$ cat config.mk
export PLATFORM = sky130hd
export DESIGN_NAME = oven_controller
export DESIGN_NICKNAME = d
export VERILOG_FILES = /design/src/rtl/oven_pkg.sv /design/src/rtl/oven_tick_gen.sv /design/src/rtl/oven_controller.sv
export SDC_FILE = /design/constraint.sdc
export NUM_CORES = 1
export LEC_CHECK = 0
export BUFFER_PORTS_ARGS = -buffer_cell sky130_fd_sc_hd__buf_2
export CAP_MARGIN = 30
export CORE_AREA = 2 2 123 125
export DETAILED_ROUTE_END_ITERATION = 8
export DIE_AREA = 0 0 125 127
export HOLD_SLACK_MARGIN = 0.05
export MAX_ROUTING_LAYER = met4
export PLACE_DENSITY = 0.73
export SYNTH_ARGS = -nofsm -noshare
export SYNTH_HDL_FRONTEND = slang
export SYNTH_HIERARCHICAL = 1
export SYNTH_SLANG_ARGS = --single-unit
$ cat constraint.sdc
create_clock -name clk -period 11.73 [get_ports clk]
set_input_delay 0.5865 -clock clk [delete_from_list [all_inputs] [get_ports clk]]
set_output_delay 0.5865 -clock clk [all_outputs]
set_load 0.02 [all_outputs]
$ cat src/rtl/oven_pkg.sv
// oven_pkg: shared widths, default constants and state encoding for the oven controller
package oven_pkg;
  localparam int TIME_W = 13;
  localparam int TEMP_W = 10;
  localparam int CLOCK_MAX = 5999;
  localparam int D_CLK_HZ = 50_000_000;
  localparam int D_TEMP_MIN = 100;
  localparam int D_TEMP_MAX = 550;
  localparam int D_TEMP_STEP = 5;
  localparam int D_TIME_STEP = 10;
  localparam int D_TIME_MAX = 5999;
  localparam int D_AMBIENT = 70;
  localparam int D_RAMP = 5;
  localparam int D_COOL = 1;
  localparam int D_DEF_TEMP = 350;
  localparam int D_DEF_TIME = 600;
  typedef enum logic [2:0] {OFF, SET_TEMP, SET_TIME, PREHEAT, COOK, DONE} state_t;
endpackage

$ cat src/rtl/oven_tick_gen.sv
// oven_tick_gen: prescaler giving a 1-cycle tick every CLK_HZ clocks
module oven_tick_gen #(
  parameter int CLK_HZ = 50_000_000
) (
  input  logic clk,
  input  logic rst_n,
  output logic tick
);
  localparam int W = CLK_HZ > 1 ? $clog2(CLK_HZ) : 1;
  logic [W-1:0] cnt;
  assign tick = cnt == W'(CLK_HZ - 1);
  always_ff @(posedge clk or negedge rst_n)
    if (!rst_n) cnt <= '0;
    else cnt <= tick ? '0 : cnt + W'(1);
endmodule

$ cat src/rtl/oven_controller.sv
// oven_controller: input sync, oven state machine, thermal model, kitchen clock and cook countdown
module oven_controller
  import oven_pkg::*;
#(
  parameter int CLK_HZ = D_CLK_HZ,
  parameter int TEMP_MIN = D_TEMP_MIN,
  parameter int TEMP_MAX = D_TEMP_MAX,
  parameter int TEMP_STEP = D_TEMP_STEP,
  parameter int TIME_STEP = D_TIME_STEP,
  parameter int TIME_MAX = D_TIME_MAX,
  parameter int AMBIENT = D_AMBIENT,
  parameter int RAMP = D_RAMP,
  parameter int COOL = D_COOL,
  parameter int DEF_TEMP = D_DEF_TEMP,
  parameter int DEF_TIME = D_DEF_TIME
) (
  input  logic              clk,
  input  logic              rst_n,
  input  logic              power_sw,
  input  logic              btn_up,
  input  logic              btn_down,
  input  logic              btn_enter,
  output logic              power,
  output logic              tempInputDone,
  output logic              timeInputDone,
  output logic [TEMP_W-1:0] current_temp,
  output logic [TEMP_W-1:0] target_temp,
  output logic [TIME_W-1:0] current_time,
  output logic [TIME_W-1:0] target_time,
  output logic [TIME_W-1:0] remaining_time,
  output logic              heater_on,
  output logic              done_alarm
);
  logic [1:0] pwr_q, up_q, dn_q, en_q;
  logic up_d, dn_d, en_d, tick, pwr, up, dn, en, heating;
  logic [TEMP_W:0] heat_w, tt_up_w;
  logic [TIME_W:0] tm_up_w;
  logic [TEMP_W-1:0] hot, cold, temp_n, tt_up, tt_dn, tgt_temp_n;
  logic [TIME_W-1:0] tm_up, tm_dn, tgt_time_n, rem_n;
  state_t state, state_n;

  oven_tick_gen #(.CLK_HZ(CLK_HZ)) u_tick (.clk(clk), .rst_n(rst_n), .tick(tick));

  always_ff @(posedge clk or negedge rst_n)
    if (!rst_n) begin
      {pwr_q, up_q, dn_q, en_q} <= '0;
      {up_d, dn_d, en_d} <= '0;
    end else begin
      pwr_q <= {pwr_q[0], power_sw};
      up_q <= {up_q[0], btn_up};
      dn_q <= {dn_q[0], btn_down};
      en_q <= {en_q[0], btn_enter};
      {up_d, dn_d, en_d} <= {up_q[1], dn_q[1], en_q[1]};
    end

  // simultaneous up+down presses cancel each other
  assign pwr = pwr_q[1];
  assign up = up_q[1] & ~up_d & ~(dn_q[1] & ~dn_d);
  assign dn = dn_q[1] & ~dn_d & ~(up_q[1] & ~up_d);
  assign en = en_q[1] & ~en_d;

  // all arithmetic one bit wider, then clamped
  assign heat_w = {1'b0, current_temp} + (TEMP_W+1)'(RAMP);
  assign hot = heat_w > {1'b0, target_temp} ? target_temp : heat_w[TEMP_W-1:0];
  assign cold = current_temp >= TEMP_W'(AMBIENT + COOL) ? current_temp - TEMP_W'(COOL) : TEMP_W'(AMBIENT);
  assign heating = state == PREHEAT || (state == COOK && current_temp < target_temp);
  assign temp_n = !tick ? current_temp : heating ? hot : cold;
  assign tt_up_w = {1'b0, target_temp} + (TEMP_W+1)'(TEMP_STEP);
  assign tt_up = tt_up_w > (TEMP_W+1)'(TEMP_MAX) ? TEMP_W'(TEMP_MAX) : tt_up_w[TEMP_W-1:0];
  assign tt_dn = target_temp < TEMP_W'(TEMP_MIN + TEMP_STEP) ? TEMP_W'(TEMP_MIN) : target_temp - TEMP_W'(TEMP_STEP);
  assign tm_up_w = {1'b0, target_time} + (TIME_W+1)'(TIME_STEP);
  assign tm_up = tm_up_w > (TIME_W+1)'(TIME_MAX) ? TIME_W'(TIME_MAX) : tm_up_w[TIME_W-1:0];
  assign tm_dn = target_time < TIME_W'(TIME_STEP) ? '0 : target_time - TIME_W'(TIME_STEP);

  always_comb begin
    state_n = state;
    tgt_temp_n = target_temp;
    tgt_time_n = target_time;
    rem_n = remaining_time;
    if (!pwr) begin
      state_n = OFF;
      rem_n = '0;
    end else
      case (state)
        OFF: state_n = SET_TEMP;
        SET_TEMP: begin
          tgt_temp_n = up ? tt_up : dn ? tt_dn : target_temp;
          state_n = en ? SET_TIME : SET_TEMP;
        end
        SET_TIME: begin
          tgt_time_n = up ? tm_up : dn ? tm_dn : target_time;
          if (en && target_time != '0) begin
            state_n = PREHEAT;
            rem_n = target_time;
          end
        end
        PREHEAT: state_n = current_temp >= target_temp ? COOK : PREHEAT;
        COOK: if (tick) begin
          rem_n = remaining_time - TIME_W'(1);
          state_n = remaining_time == TIME_W'(1) ? DONE : COOK;
        end
        DONE: state_n = en ? SET_TEMP : DONE;
        default: state_n = OFF;
      endcase
  end

  always_ff @(posedge clk or negedge rst_n)
    if (!rst_n) begin
      state <= OFF;
      {power, tempInputDone, timeInputDone, heater_on, done_alarm} <= '0;
      current_temp <= TEMP_W'(AMBIENT);
      target_temp <= TEMP_W'(DEF_TEMP);
      current_time <= '0;
      target_time <= TIME_W'(DEF_TIME);
      remaining_time <= '0;
    end else begin
      state <= state_n;
      power <= state_n != OFF;
      tempInputDone <= !(state_n inside {OFF, SET_TEMP});
      timeInputDone <= state_n inside {PREHEAT, COOK, DONE};
      heater_on <= state_n == PREHEAT || (state_n == COOK && temp_n < tgt_temp_n);
      done_alarm <= state_n == DONE;
      current_temp <= temp_n;
      target_temp <= tgt_temp_n;
      target_time <= tgt_time_n;
      remaining_time <= rem_n;
      if (tick) current_time <= current_time == TIME_W'(CLOCK_MAX) ? '0 : current_time + TIME_W'(1);
    end
endmodule

# Word level (Yosys, flattened, before mapping)
# Cells that the tools add are included.
# classes
n_eq_ne	15
n_reduce_logical	15
bitwise_logic	10
order_cmp	9
muxes	28
addsub	9
# op_table
cell	n
two-way mux 13 bit	8
two-way mux 10 bit	10
adder 26 x 1 -> 26 bit, second input constant	1
equality test 26 bit, second input constant	1
two-way mux 26 bit	1
one-hot mux 13 bit (2 select lines)	1
adder 10 x 3 -> 11 bit, second input constant	2
less-than comparator 10 bit	2
one-hot mux 3 bit (6 select lines)	1
two-way mux 3 bit	5
adder 13 x 4 -> 14 bit, second input constant	1
> comparator 14 x 13 -> 1 bit, second input constant	1
adder 13 x 1 -> 13 bit, second input constant	1
equality test 13 x 1 -> 1 bit, second input constant	1
equality test 13 bit, second input constant	1
less-than comparator 13 x 4 -> 1 bit, second input constant	1
nonzero test 13 bit	1
subtractor 13 x 1 -> 13 bit, second input constant	1
subtractor 13 x 4 -> 13 bit, second input constant	1
equality test 3 bit, second input constant	4
> comparator 11 x 10 -> 1 bit	1
> comparator 11 x 10 -> 1 bit, second input constant	1
>= comparator 10 bit	1
>= comparator 10 x 7 -> 1 bit, second input constant	1
18 further kinds	37
# word_totals
out_inout_bits	64
word_cells	105
ff_bits	104
inputBits	6

# Logic depth before layout (Yosys ltp)
# logic_depth
depth_word	11
ltp_mapped	23
depth_no_buf	20

# Hierarchy
# Netlist, hierarchy kept.
# modules_own_cells
mod	area_per_inst_um2	seq_area_each_um2	cells_each	n_inst
oven_controller	6032.0	1968.1	743	1
oven_tick_gen	1337.5	650.6	134	1

# Worst setup path before layout
# No wires, ideal clock.
# synth_timing
path_kind	register to register
start	register current_temp[2]
end	register heater_on
path_buffers	3
setup_ns	0.101
synth_period_minus_slack_ns	4.470
t_arrival_ns	4.370
required_time_ns	11.629
stages_incl_launch_ff	24
setup_slack_ns	7.260
cell_sequence	dfstp_2 clkbuf_1 a21oi_1 nor2_1 nand3_1 xnor2_1 ha_1 nand3_1 nor4_1 a21oi_1 o21ai_2 and2_0 clkbuf_1 clkbuf_1 nor2_1 a21oi_1 o21ai_0 ha_1 a21o_1 a21o_1 a221oi_1 o2111ai_1 a21o_1 o311ai_2
# synth_between
elab_chain_len	8
elab_cells_between_ends	20
classes_between	add/sub (2); order compare (5); eq/ne (2); mux (7); reduce/logical (4)
# synth_lines
item	line_no	source
start: declaration	oven_controller.sv:26	output logic [TEMP_W-1:0] current_temp,
start signal: assignment	oven_controller.sv:111	current_temp <= TEMP_W'(AMBIENT);
start signal: assignment	oven_controller.sv:123	current_temp <= temp_n;
adder 10 x 3 -> 11 bit / less-than comparator 10 bit (equally long branches)	oven_controller.sv:63, oven_controller.sv:66	
> comparator 11 x 10 -> 1 bit / logical AND 1 bit (equally long branches)	oven_controller.sv:64, oven_controller.sv:66	
two-way mux 10 bit / logical OR 1 bit (equally long branches)	oven_controller.sv:64, oven_controller.sv:66	
two-way mux 10 bit (*) (2 in a row)	oven_controller.sv:67	assign temp_n = !tick ? current_temp : heating ? hot : cold;
named net temp_n[7]	oven_controller.sv:38	logic [TEMP_W-1:0] hot, cold, temp_n, tt_up, tt_dn, tgt_temp_n;
less-than comparator 10 bit (*)	oven_controller.sv:121	heater_on <= state_n == PREHEAT || (state_n == COOK && temp_n < tgt_temp_n);
logical AND 1 bit (*)	oven_controller.sv:121	
logical OR 1 bit (*)	oven_controller.sv:121	
end signal: assignment	oven_controller.sv:121	
end: declaration	oven_controller.sv:31	output logic heater_on,
# Mark *: on every way through the listed nets, which the timed path passes. The rest lies on a longest branch.
# A chain may end at the register's enable or synchronous reset.

# Final worst setup path
# layout_timing
start	register current_temp[1]
end	register heater_on
# Same word-level chain as after synthesis.

==> results.md <==
- Result of the run: complete, no violations
- Critical path class: register to register
- Die area: 15900 um^2
- Crit path DAT: 5.28 ns
- Yosys cell types: 80
- DP Wirelength: 13400 um
- GR Util All Layers: 24.5%
- DP Worst Slack: 6.85 ns
- Setup Buffers After CTS: 0
- Via/cell ratio: 6.15
- M1 GR Usage: around a third
- Synth Register Bits: around 100
- Critical path's top delay family: compound AO/OA/AOI/OAI gates
- Post-Syn Area: 7370 um^2
- Skew final: 0.0119 ns
- CTS tree: built
- Reg clk slew, reported paths: 0.08 ns
- Critical Path RT: 11.99 ns
- GR peak layer: met2
- Chip Width: 125 um
- Pre-antenna DRT Iters: 7
- PD cells: 144 nW/um^2
- Initial antenna violation count: 0
- Avg WL per Cell: 17.0 um
- Worst setup SP type: register
- Congestion Overflow GR: 0
- Via count: 6780
- Clk sinks: 104
- Post-Route Utilization: 56.0%
- Post-route setup slack: 6.71 ns
- # placed instances: roughly 1100
- Post-Syn Instances: 877
- Std cell rows: 44
- Placed Instance Area: 7770 um^2
- R2R Setup Slk: 6.71 ns
- CP max FO: 15
- # H-tree levels: 3
- Rel. slew slack: 39.2%
- Detailed Route Iter0 Violations: between 700 and 800
- Setup TNS: 0 ns
- Critical R2R Capture: heater_on
- Nets: 963
- Crit-path most repeated cell: a21o_1
- Met3 GRT Util: 2.93%
- Vias in the first global route: 6128
- Starting Density: 51.1%
- Finished Cell Area: 8070 um^2
- Max stage delay on crit path: 0.67 ns
- CTS buffer count: 9
- Worst-Margin Slew: between 0.9 and 1 ns
- Final antenna-violating net count: 0
- Synth warn: 6
- Ant. Diodes: 0
- Peak supply drop: 0.0937 mV
- Slowest-stage cell, CP: and2_0
- Core area: 14400 um^2
- Reg2reg path depth: 19
- Buf/Inv on CP: 0
- Final worst path period share: 42.8%
- Main synth FF type: dfrtp_1
- Clk buf depth: 2
- Syn Area/Cell: 8.40 um^2
- Root Buffer: clkbuf_16
- Ys async rst share: 100%
- Largest net degree at the start of global routing: 56
- Port Buf Inserts: roughly 70
- Most common cell after layout, fill and taps aside: dfrtp_1
- # hold bufs at CTS: 0
- Post-synth EDFFs: 0
- Unrepaired setup endpoints after global routing: no
- Final Hold Slack: 0.236 ns
- Final critical-path required period: 5.02 ns
- First-pass GRT wire length: about 31000 um
- Count of final setup violators: 0
- Leakage Power: 3.75 nW
- Clock Latency Late Sink: 0.36 ns
- Register area share after synthesis: 35.5%
- Slew Viols, Final: 0
- HP Class: input pin to async pin
- Design Power: around 1.2 mW
- DIE HEIGHT: about 130 um
- FMAX: ~200 MHz
- Crit-path cells: ha_1, o21ai_0, nor2_2, xor2_1, ha_1, a21o_1, a21oi_1, nand2b_1, o21ai_2, and2_0, a21oi_1, o21ai_0, ha_1, a21o_1, a21o_1, a221oi_1, o2111ai_1, a21o_1, o311ai_2
- Final Hold Fails: 0
- CP startpoint: current_temp[1]
- R2R Path Start: current_temp[1]
- DRC Markers: 0
- Final wirelength: 18800 um
- IO Pins: 70
- Crit end category: register
- PostCTS Resize Cnt: 0
- Mapped Nets: 926
- Routability cong.: 0.934
- Most frequent cells in the layout: 91 x dfrtp_1, 80 x nor2_1, 76 x o21ai_0, 76 x nand2_1, 68 x buf_2
- Max cap viols: 0
- Share of cells above drive strength 1: between 10 and 15%
- Final std cells w/o fill: ~1100
- Area growth, synth to finish: 9.56%
- Grt met2 use: a little over a third
Yosys cell counts, types with 6 or more instances:
cell type | n | area [um^2]
nand4_1 | 18 | 113
nor4_1 | 11 | 68.8
and4_1 | 6 | 52.6
nor3b_1 | 6 | 45.0
a31oi_1 | 10 | 62.6
inv_1 | 37 | 139
or4_1 | 7 | 52.6
nand2b_1 | 16 | 100
dfstp_2 | 13 | 342
o21a_1 | 8 | 60.1
xor2_1 | 16 | 140
nand2_1 | 76 | 285
a21oi_1 | 67 | 335
ha_1 | 43 | 538
buf_2 | 18 | 90.1
or3_1 | 11 | 68.8
o211ai_1 | 7 | 52.6
xnor2_1 | 21 | 184
nand3_1 | 29 | 145
a21o_1 | 16 | 120
nand3b_1 | 6 | 45.0
o21ai_0 | 76 | 380
clkbuf_1 | 26 | 97.6
nor2_1 | 80 | 300
dfrtp_1 | 91 | 2280
and3_1 | 18 | 113
o22ai_1 | 7 | 43.8
nor3_1 | 31 | 155
state kept, by name (all words and copies together) (netlist names), 3 cells and up:
register / cells
u_tick/cnt: 26
current_time: 13
remaining_time: 13
target_time: 13
current_temp: 10
target_temp: 10
state: 3
cells by family after synthesis:
logic type	share of synthesized area, %
flip-flops	35.5
AND/OR/NAND/NOR	24.9
buffers and inverters	4.63
multiplexers	0.985
adder cells (fa/ha/maj)	7.30
AO/OA/AOI/OAI	22.2
XOR/XNOR	4.40
how the worst max path moves through the flow:
stage	endpoint	slack (ns)	cells after the start
floorplan	heater_on	7.26	23
global placement	heater_on	7.03	19
detailed placement	heater_on	6.85	19
CTS	heater_on	6.78	19
global route	heater_on	6.20	19
finish	heater_on	6.71	19
final cells by class:
class,count,area (um^2)
Inverter,37,139
Sequential cell,104,2620
Fill cell,1361,6350
Timing Repair Buffer,72,370
Multi-Input combinational cell,690,4410
Tap cell,184,230
Clock buffer,9,225
Clock inverter,7,81.3
per-layer routing:
layer / share of wire [%] / up-vias
met5: 0 / -
met3: 5.1 / 26
met4: 1.7 / 0
met2: 45 / 220
met1: 48 / 3231
li1: - / 3303
report_power, final:
part | switching, mW | leakage, nW | total (mW) | internal (mW)
Combinational | 0.239 | 2.26 | 0.380 | 0.141
Clock | 0.158 | 0.150 | 0.310 | 0.152
Sequential | 0.0769 | 1.34 | 0.473 | 0.396
(Power assumes the default switching activity.)
